File: src/rtl/scan_ctrl4.sv
// ---------------------------------------------------------------------------
// scan_ctrl4 -- scan controller for a 4-digit multiplexed seven-segment display.
//
// Purpose:
//   Holds four registered BCD/hex digits and feeds them to a downstream 4-to-1
//   nibble selector. A prescaler divides iClk into digit slots of DIV cycles.
//   A 2-bit scan index advances once per slot and drives the selector selects.
//   The active-low digit enables are blanked for the first BLANK cycles of each
//   slot so the previous digit's segments do not ghost onto the next one.
//   Leading zeros can optionally be suppressed.
//
// Ports:
//   iClk          system clock, rising edge
//   iRst_n        asynchronous active-low reset
//   iEn           scan enable; when low the slot freezes and all digits are off
//   iLoad         capture strobe for iD0..iD3
//   iLzEn         leading-zero suppression enable
//   iD0..iD3      digit values (iD0 = least significant)
//   oC0..oC3      registered digits, to selector iC0..iC3
//   oS1, oS0      scan index bits, to selector iS1/iS0
//   oAn           active-low digit enables, bit k enables digit k
//   oTick         one-cycle pulse in the first cycle of each new slot
// ---------------------------------------------------------------------------
module scan_ctrl4 #(
    parameter int unsigned DIV   = 50000,
    parameter int unsigned BLANK = 16
) (
    input  logic       iClk,
    input  logic       iRst_n,
    input  logic       iEn,
    input  logic       iLoad,
    input  logic       iLzEn,
    input  logic [3:0] iD0,
    input  logic [3:0] iD1,
    input  logic [3:0] iD2,
    input  logic [3:0] iD3,
    output logic [3:0] oC0,
    output logic [3:0] oC1,
    output logic [3:0] oC2,
    output logic [3:0] oC3,
    output logic       oS1,
    output logic       oS0,
    output logic [3:0] oAn,
    output logic       oTick
);

    // Prescaler width; at least one bit so DIV=2 still has a counter.
    localparam int unsigned CW = (DIV > 2) ? $clog2(DIV) : 1;

    localparam logic [CW-1:0] CntLast = CW'(DIV - 1);
    localparam logic [CW-1:0] CntBlank = CW'(BLANK);

    logic [CW-1:0] r_cnt;
    logic [1:0]    r_idx;
    logic          r_tick;
    logic [3:0]    r_c0;
    logic [3:0]    r_c1;
    logic [3:0]    r_c2;
    logic [3:0]    r_c3;

    logic          w_z3;
    logic          w_z32;
    logic          w_z321;
    logic          w_sup;
    logic          w_lit;

    // -----------------------------------------------------------------------
    // State: prescaler, scan index, tick and digit registers.
    // -----------------------------------------------------------------------
    always_ff @(posedge iClk or negedge iRst_n) begin
        if (!iRst_n) begin
            r_cnt  <= '0;
            r_idx  <= 2'd0;
            r_tick <= 1'b0;
            r_c0   <= 4'd0;
            r_c1   <= 4'd0;
            r_c2   <= 4'd0;
            r_c3   <= 4'd0;
        end else begin
            if (iEn) begin
                if (r_cnt == CntLast) begin
                    r_cnt  <= '0;
                    r_idx  <= r_idx + 2'd1;  // 3 wraps to 0 naturally
                    r_tick <= 1'b1;
                end else begin
                    r_cnt  <= r_cnt + 1'b1;
                    r_tick <= 1'b0;
                end
            end else begin
                r_tick <= 1'b0;
            end

            // Loading is independent of scanning and may coincide with an advance.
            if (iLoad) begin
                r_c0 <= iD0;
                r_c1 <= iD1;
                r_c2 <= iD2;
                r_c3 <= iD3;
            end
        end
    end

    // -----------------------------------------------------------------------
    // Leading-zero detection on the stored digits.
    // -----------------------------------------------------------------------
    assign w_z3   = (r_c3 == 4'd0);
    assign w_z32  = w_z3 && (r_c2 == 4'd0);
    assign w_z321 = w_z32 && (r_c1 == 4'd0);

    always_comb begin
        w_sup = 1'b0;
        unique case (r_idx)
            2'd3:    w_sup = iLzEn && w_z3;
            2'd2:    w_sup = iLzEn && w_z32;
            2'd1:    w_sup = iLzEn && w_z321;
            default: w_sup = 1'b0;  // digit 0 always shows
        endcase
    end

    // Digit is lit only outside the blanking window of an enabled slot.
    assign w_lit = iEn && (r_cnt >= CntBlank) && !w_sup;

    always_comb begin
        oAn = 4'b1111;
        if (w_lit) begin
            oAn[r_idx] = 1'b0;
        end
    end

    // -----------------------------------------------------------------------
    // Outputs.
    // -----------------------------------------------------------------------
    assign oC0   = r_c0;
    assign oC1   = r_c1;
    assign oC2   = r_c2;
    assign oC3   = r_c3;
    assign oS1   = r_idx[1];
    assign oS0   = r_idx[0];
    // Gated so a tick never appears while scanning is disabled.
    assign oTick = r_tick && iEn;

endmodule
File: config.mk
export PLATFORM = sky130hd
export DESIGN_NAME = scan_ctrl4
export DESIGN_NICKNAME = d
export VERILOG_FILES = /design/src/rtl/scan_ctrl4.sv
export SDC_FILE = /design/constraint.sdc
export NUM_CORES = 1
export LEC_CHECK = 0
export BUFFER_PORTS_ARGS = -buffer_cell sky130_fd_sc_hd__buf_2
export CAP_MARGIN = 10
export CORE_ASPECT_RATIO = 0.8
export CORE_MARGIN = 2
export CORE_UTILIZATION = 54
export CTS_BUF_LIST = sky130_fd_sc_hd__clkbuf_4
export DETAILED_ROUTE_END_ITERATION = 10
export PLACE_DENSITY = 0.88
export SKIP_CTS_REPAIR_TIMING = 1
export SLEW_MARGIN = 30
export SYNTH_ARGS = -nofsm -noshare
export SYNTH_HDL_FRONTEND = slang
export SYNTH_SLANG_ARGS = --single-unit
File: constraint.sdc
create_clock -name iClk -period 1.83 [get_ports iClk]
set_clock_uncertainty 0.05 [all_clocks]
set_input_delay 0.366 -clock iClk [delete_from_list [all_inputs] [get_ports iClk]]
set_output_delay 0.366 -clock iClk [all_outputs]
set_load 0.005 [all_outputs]
==> results <==
- The clock root buffer is sky130_fd_sc_hd__clkbuf_4.
- The highest clock rate is ~460 MHz.
- The clock buffer count from CTS is 5.
- Cells fill 71.1% of the core in the end.
- The count of input and output buffers is 43.
- The number of top-level design ports is 44.
- The number of antenna violations at the first check in global routing was 0.
- By startpoint and endpoint, the worst setup path is classified as flip-flop to primary output.
- The multi-input combinational cells in the finished layout cover a total of a little over 800 um2.
- Dividing the detail-routed wire length by the instance count gives roughly 16 um.
- The number of DRC markers in iteration 0 is 39.
- The CTS tree is yes.
- The maximum clock path buffer count is 2.
- Summing the areas of all compound-gate instances in the mapped netlist gives 5.91% of the synthesized area.
- The post-synthesis share of cell area spent on xor and xnor gates is 5.69%.
- The count of nets after finishing is between 200 and 250.
- Headroom to the max-slew limit came out at around 50%.
- In the layout the commonest cells are 43 x sky130_fd_sc_hd__buf_2, 34 x sky130_fd_sc_hd__dfrtp_1, 16 x sky130_fd_sc_hd__mux2_2, 14 x sky130_fd_sc_hd__buf_4.
- The DRC violations left is 0.
- The share of synthesized flip-flops with an asynchronous set or reset is 100%.
- The cell area reported after detailed placement is 0.00201 mm2.
- The synthesis warning total is 0.
- The via total after detailed routing is between 1000 and 1500.
- The gate count of the mapped netlist is ~140.
- The adder and majority gate portion of the synthesized area is between 4 and 5%.
- The run finished, with violations left.
- The area growth from synthesis to layout is 27.5%.
- The number of fill cells is about 200.
- In the synthesized netlist, mux cells make up 11.9% of the area.
- For this block, the routed nets add up to slightly below 4 mm of wire.
- The count of inserted antenna diode cells is 0.
- The total congestion overflow is 0.
- The library cell used most frequently in the layout, excluding fill and tap cells, is sky130_fd_sc_hd__buf_2.
- The maximum single-stage delay on the critical path is ~0.52 ns.
- The simple-gate portion of the synthesized area is approximately 17%.
- The total of max-cap violations is 0.
- When the netlist entered floorplanning its net count stood at 168.
- After synthesis, flip-flops and latches occupy slightly above 50% of the total area.
- The worst hold path class is input pin to async pin.
- In this run, distinct cell masters in the synthesized netlist total 37.
- The most used flip-flop cell after synthesis is sky130_fd_sc_hd__dfrtp_1.
- The number of pins with negative max-slew slack in the final report came to 0.
- Setup repair after global routing could not meet its margin everywhere.
- The critical path required time is roughly 1.4 ns.
- The first-pass GRT wire length is between 6 and 7 mm.
- The sequential cells in the finished layout cover a total of 877 um2.
- The maximum fanout count along the critical path is 3.
- The cell area that synthesis handed to floorplanning was 0.00169 mm2.
- The die extent in x is about 67 um.
- The source of the worst register-to-register timing path is r_cnt[12]$_DFFE_PN0P_.
- IR analysis of the VDD net gives a maximum drop of 684 uV.
- Walking the worst path, the cells encountered are or4_1, o21a_1, o211ai_1, buf_2.
- The post-route clock period utilization is 119%.
- The total number of clock tree sinks is 35.
- The via-per-instance ratio is roughly 5.7.
- Among all stages on the critical path, the largest delay is contributed by sky130_fd_sc_hd__or4_1.
- The largest net degree at the start of global routing is 36.
- The most critical setup path has its startpoint at oC2[1]$_DFFE_PN0P_.
- The dominant delay contributor by cell family on the critical path is simple AND/OR/NAND/NOR gates.
- The reported leakage power is 0.00102 uW.
- The initial cell density of the core is about 56%.
- In the final layout, the share of cells above drive strength 1 is a little under half.
- The transition time at the pin with the least slew margin is approximately 0.75 ns.
- The clock period minus final worst setup slack is 2.18 ns.
- The clock latency of the later-clocked register in the worst-skew pair is roughly 0.33 ns.
- The number of global-route vias before repair is approximately 1400.
- The half-perimeter wire length after detailed placement is 2.86 mm.
- The final hold violation count is 0.
- The CTS H-tree depth is 2.
- In this run the remaining antenna-violating nets after routing total 0.
- The detailed-router iteration count before antenna repair is 4.
- The number of synthesized flops with an enable pin is 0.
- The element type at the critical path end is a primary output.
- The clock transition at the registers of the reported paths is 0.11 ns.
- Data on the critical path arrives at its endpoint at between 1.5 and 2 ns.
- The cell count after placement is 229.
- In this run the vertical extent of the chip is ~54 um.
- The placer congestion estimate is 0.886.
- The final non-filler cell area is approximately 0.0022 mm2.
- The aggregate negative setup slack is -1.23 ns.
- By area, the combinational part of the netlist is dominated by simple AND/OR/NAND/NOR gates.
- The total power density per cell area is about 860 mW/mm2.
- The total area inside the core boundary comes to roughly 0.0030 mm2.
- The final number of setup-violating endpoints is 4.
- The floorplan die area is between 0.003 and 0.004 mm2.
- The mean post-synth cell area is between 10 and 15 um2.
- The post-layout worst setup margin is -0.354 ns.
- The standard-cell row count is 18.
- The worst path buffer plus inverter count is 1.
- The synthesis-stage register bit count is 35.
- Global routing used a little under a quarter of the available tracks across all layers.
- The final reports fail on negative setup slack.
- The nature of the critical path startpoint is a flip-flop.
- Excluding fillers, the count of instances in the completed layout stands at 241.
-- area by class of cell --
| cell class | count | area share [%] |
|---|---|---|
| timing repair buffer | 57 | 14.8 |
| multi-input combinational | 95 | 37.7 |
| tap | 40 | 2.32 |
| inverter | 6 | 1.04 |
| clock buffer | 5 | 1.74 |
| sequential | 35 | 40.6 |
| clock inverter | 3 | 1.80 |
-- synth_stat cells, types with 2 or more instances --
| master | number | area share (%) |
|---|---|---|
| sky130_fd_sc_hd__a21oi_1 | 2 | 0.59 |
| sky130_fd_sc_hd__and2_1 | 4 | 1.5 |
| sky130_fd_sc_hd__and3_1 | 3 | 1.1 |
| sky130_fd_sc_hd__and4_1 | 4 | 2.1 |
| sky130_fd_sc_hd__buf_2 | 2 | 0.59 |
| sky130_fd_sc_hd__clkbuf_1 | 2 | 0.44 |
| sky130_fd_sc_hd__dfrtp_1 | 35 | 52 |
| sky130_fd_sc_hd__ha_1 | 6 | 4.4 |
| sky130_fd_sc_hd__inv_1 | 6 | 1.3 |
| sky130_fd_sc_hd__mux2_2 | 16 | 11 |
| sky130_fd_sc_hd__nand2_1 | 7 | 1.6 |
| sky130_fd_sc_hd__nand3_1 | 3 | 0.89 |
| sky130_fd_sc_hd__nand4_1 | 7 | 2.6 |
| sky130_fd_sc_hd__nor2_1 | 4 | 0.89 |
| sky130_fd_sc_hd__nor4_1 | 3 | 1.1 |
| sky130_fd_sc_hd__o211ai_1 | 3 | 1.3 |
| sky130_fd_sc_hd__o21ai_1 | 3 | 0.89 |
| sky130_fd_sc_hd__o22ai_1 | 3 | 1.1 |
| sky130_fd_sc_hd__xnor2_1 | 7 | 3.6 |
| sky130_fd_sc_hd__xor2_1 | 4 | 2.1 |
-- cell families (layout without fill, tap and decap cells) --
| logic type | count (synthesis) | count (layout) |
|---|---|---|
| XOR/XNOR | 11 | 11 |
| AO/OA/AOI/OAI | 15 | 15 |
| buffers and inverters | 11 | 71 |
| AND/OR/NAND/NOR | 45 | 45 |
| adder cells (fa/ha/maj) | 6 | 6 |
| flip-flops | 35 | 35 |
| multiplexers | 18 | 18 |
-- state kept, by name, indices dropped and copies added, names as in the netlist --
register,cells
oC0,4
oC1,4
oC2,4
oC3,4
r_cnt,16
r_idx,2
r_tick,1
-- worst register-to-register path: stages (launching register included) --
cell and delay, ns:
sky130_fd_sc_hd__dfrtp_1 0.47, sky130_fd_sc_hd__nor3_1 0.34, sky130_fd_sc_hd__buf_4 0.19, sky130_fd_sc_hd__nand4_4 0.13
sky130_fd_sc_hd__nor2_4 0.13, sky130_fd_sc_hd__mux2_1 0.34
-- power by group --
part / internal [uW] / switching [uW]
registers: 866 / 115
clock network: 281 / 252
logic: 180 / 154
-- through the flow --
step	worst slack [ns]	power (uW)	hold slack, ns
final	-0.354	1850	0.0385
after global routing	-0.445	1950	0.0930
after CTS	-0.373	1830	0.0581
after detailed placement	-0.00307	1300	0.431
after global placement	0.0398	1270	0.413
after floorplan	0.141	1140	0.0204
-- final timing paths --
check,endpoint,depth (start not counted),slack (ns)
min,r_cnt[9]$_DFFE_PN0P_,1,0.04
max,oAn[1],4,-0.35
max in group asynchronous,r_cnt[4]$_DFFE_PN0P_,1,1.18
max reg2reg,r_idx[1]$_DFFE_PN0P_,5,0.08
min reg2reg,oC0[0]$_DFFE_PN0P_,1,0.47
min in group iClk,oC1[2]$_DFFE_PN0P_,2,0.20
-- routing by layer --
| layer | wire length [um] | track usage [%] | vias to the layer above |
|---|---|---|---|
| met3 | 126 | 4.81 | 15 |
| met1 | 1650 | 27.3 | 684 |
| li1 | - | - | 633 |
| met4 | 141 | 11.9 | 0 |
| met2 | 2040 | 40.8 | 35 |
| met5 | 0 | 0 | - |
Note: power is estimated with default switching activity, not from simulation.
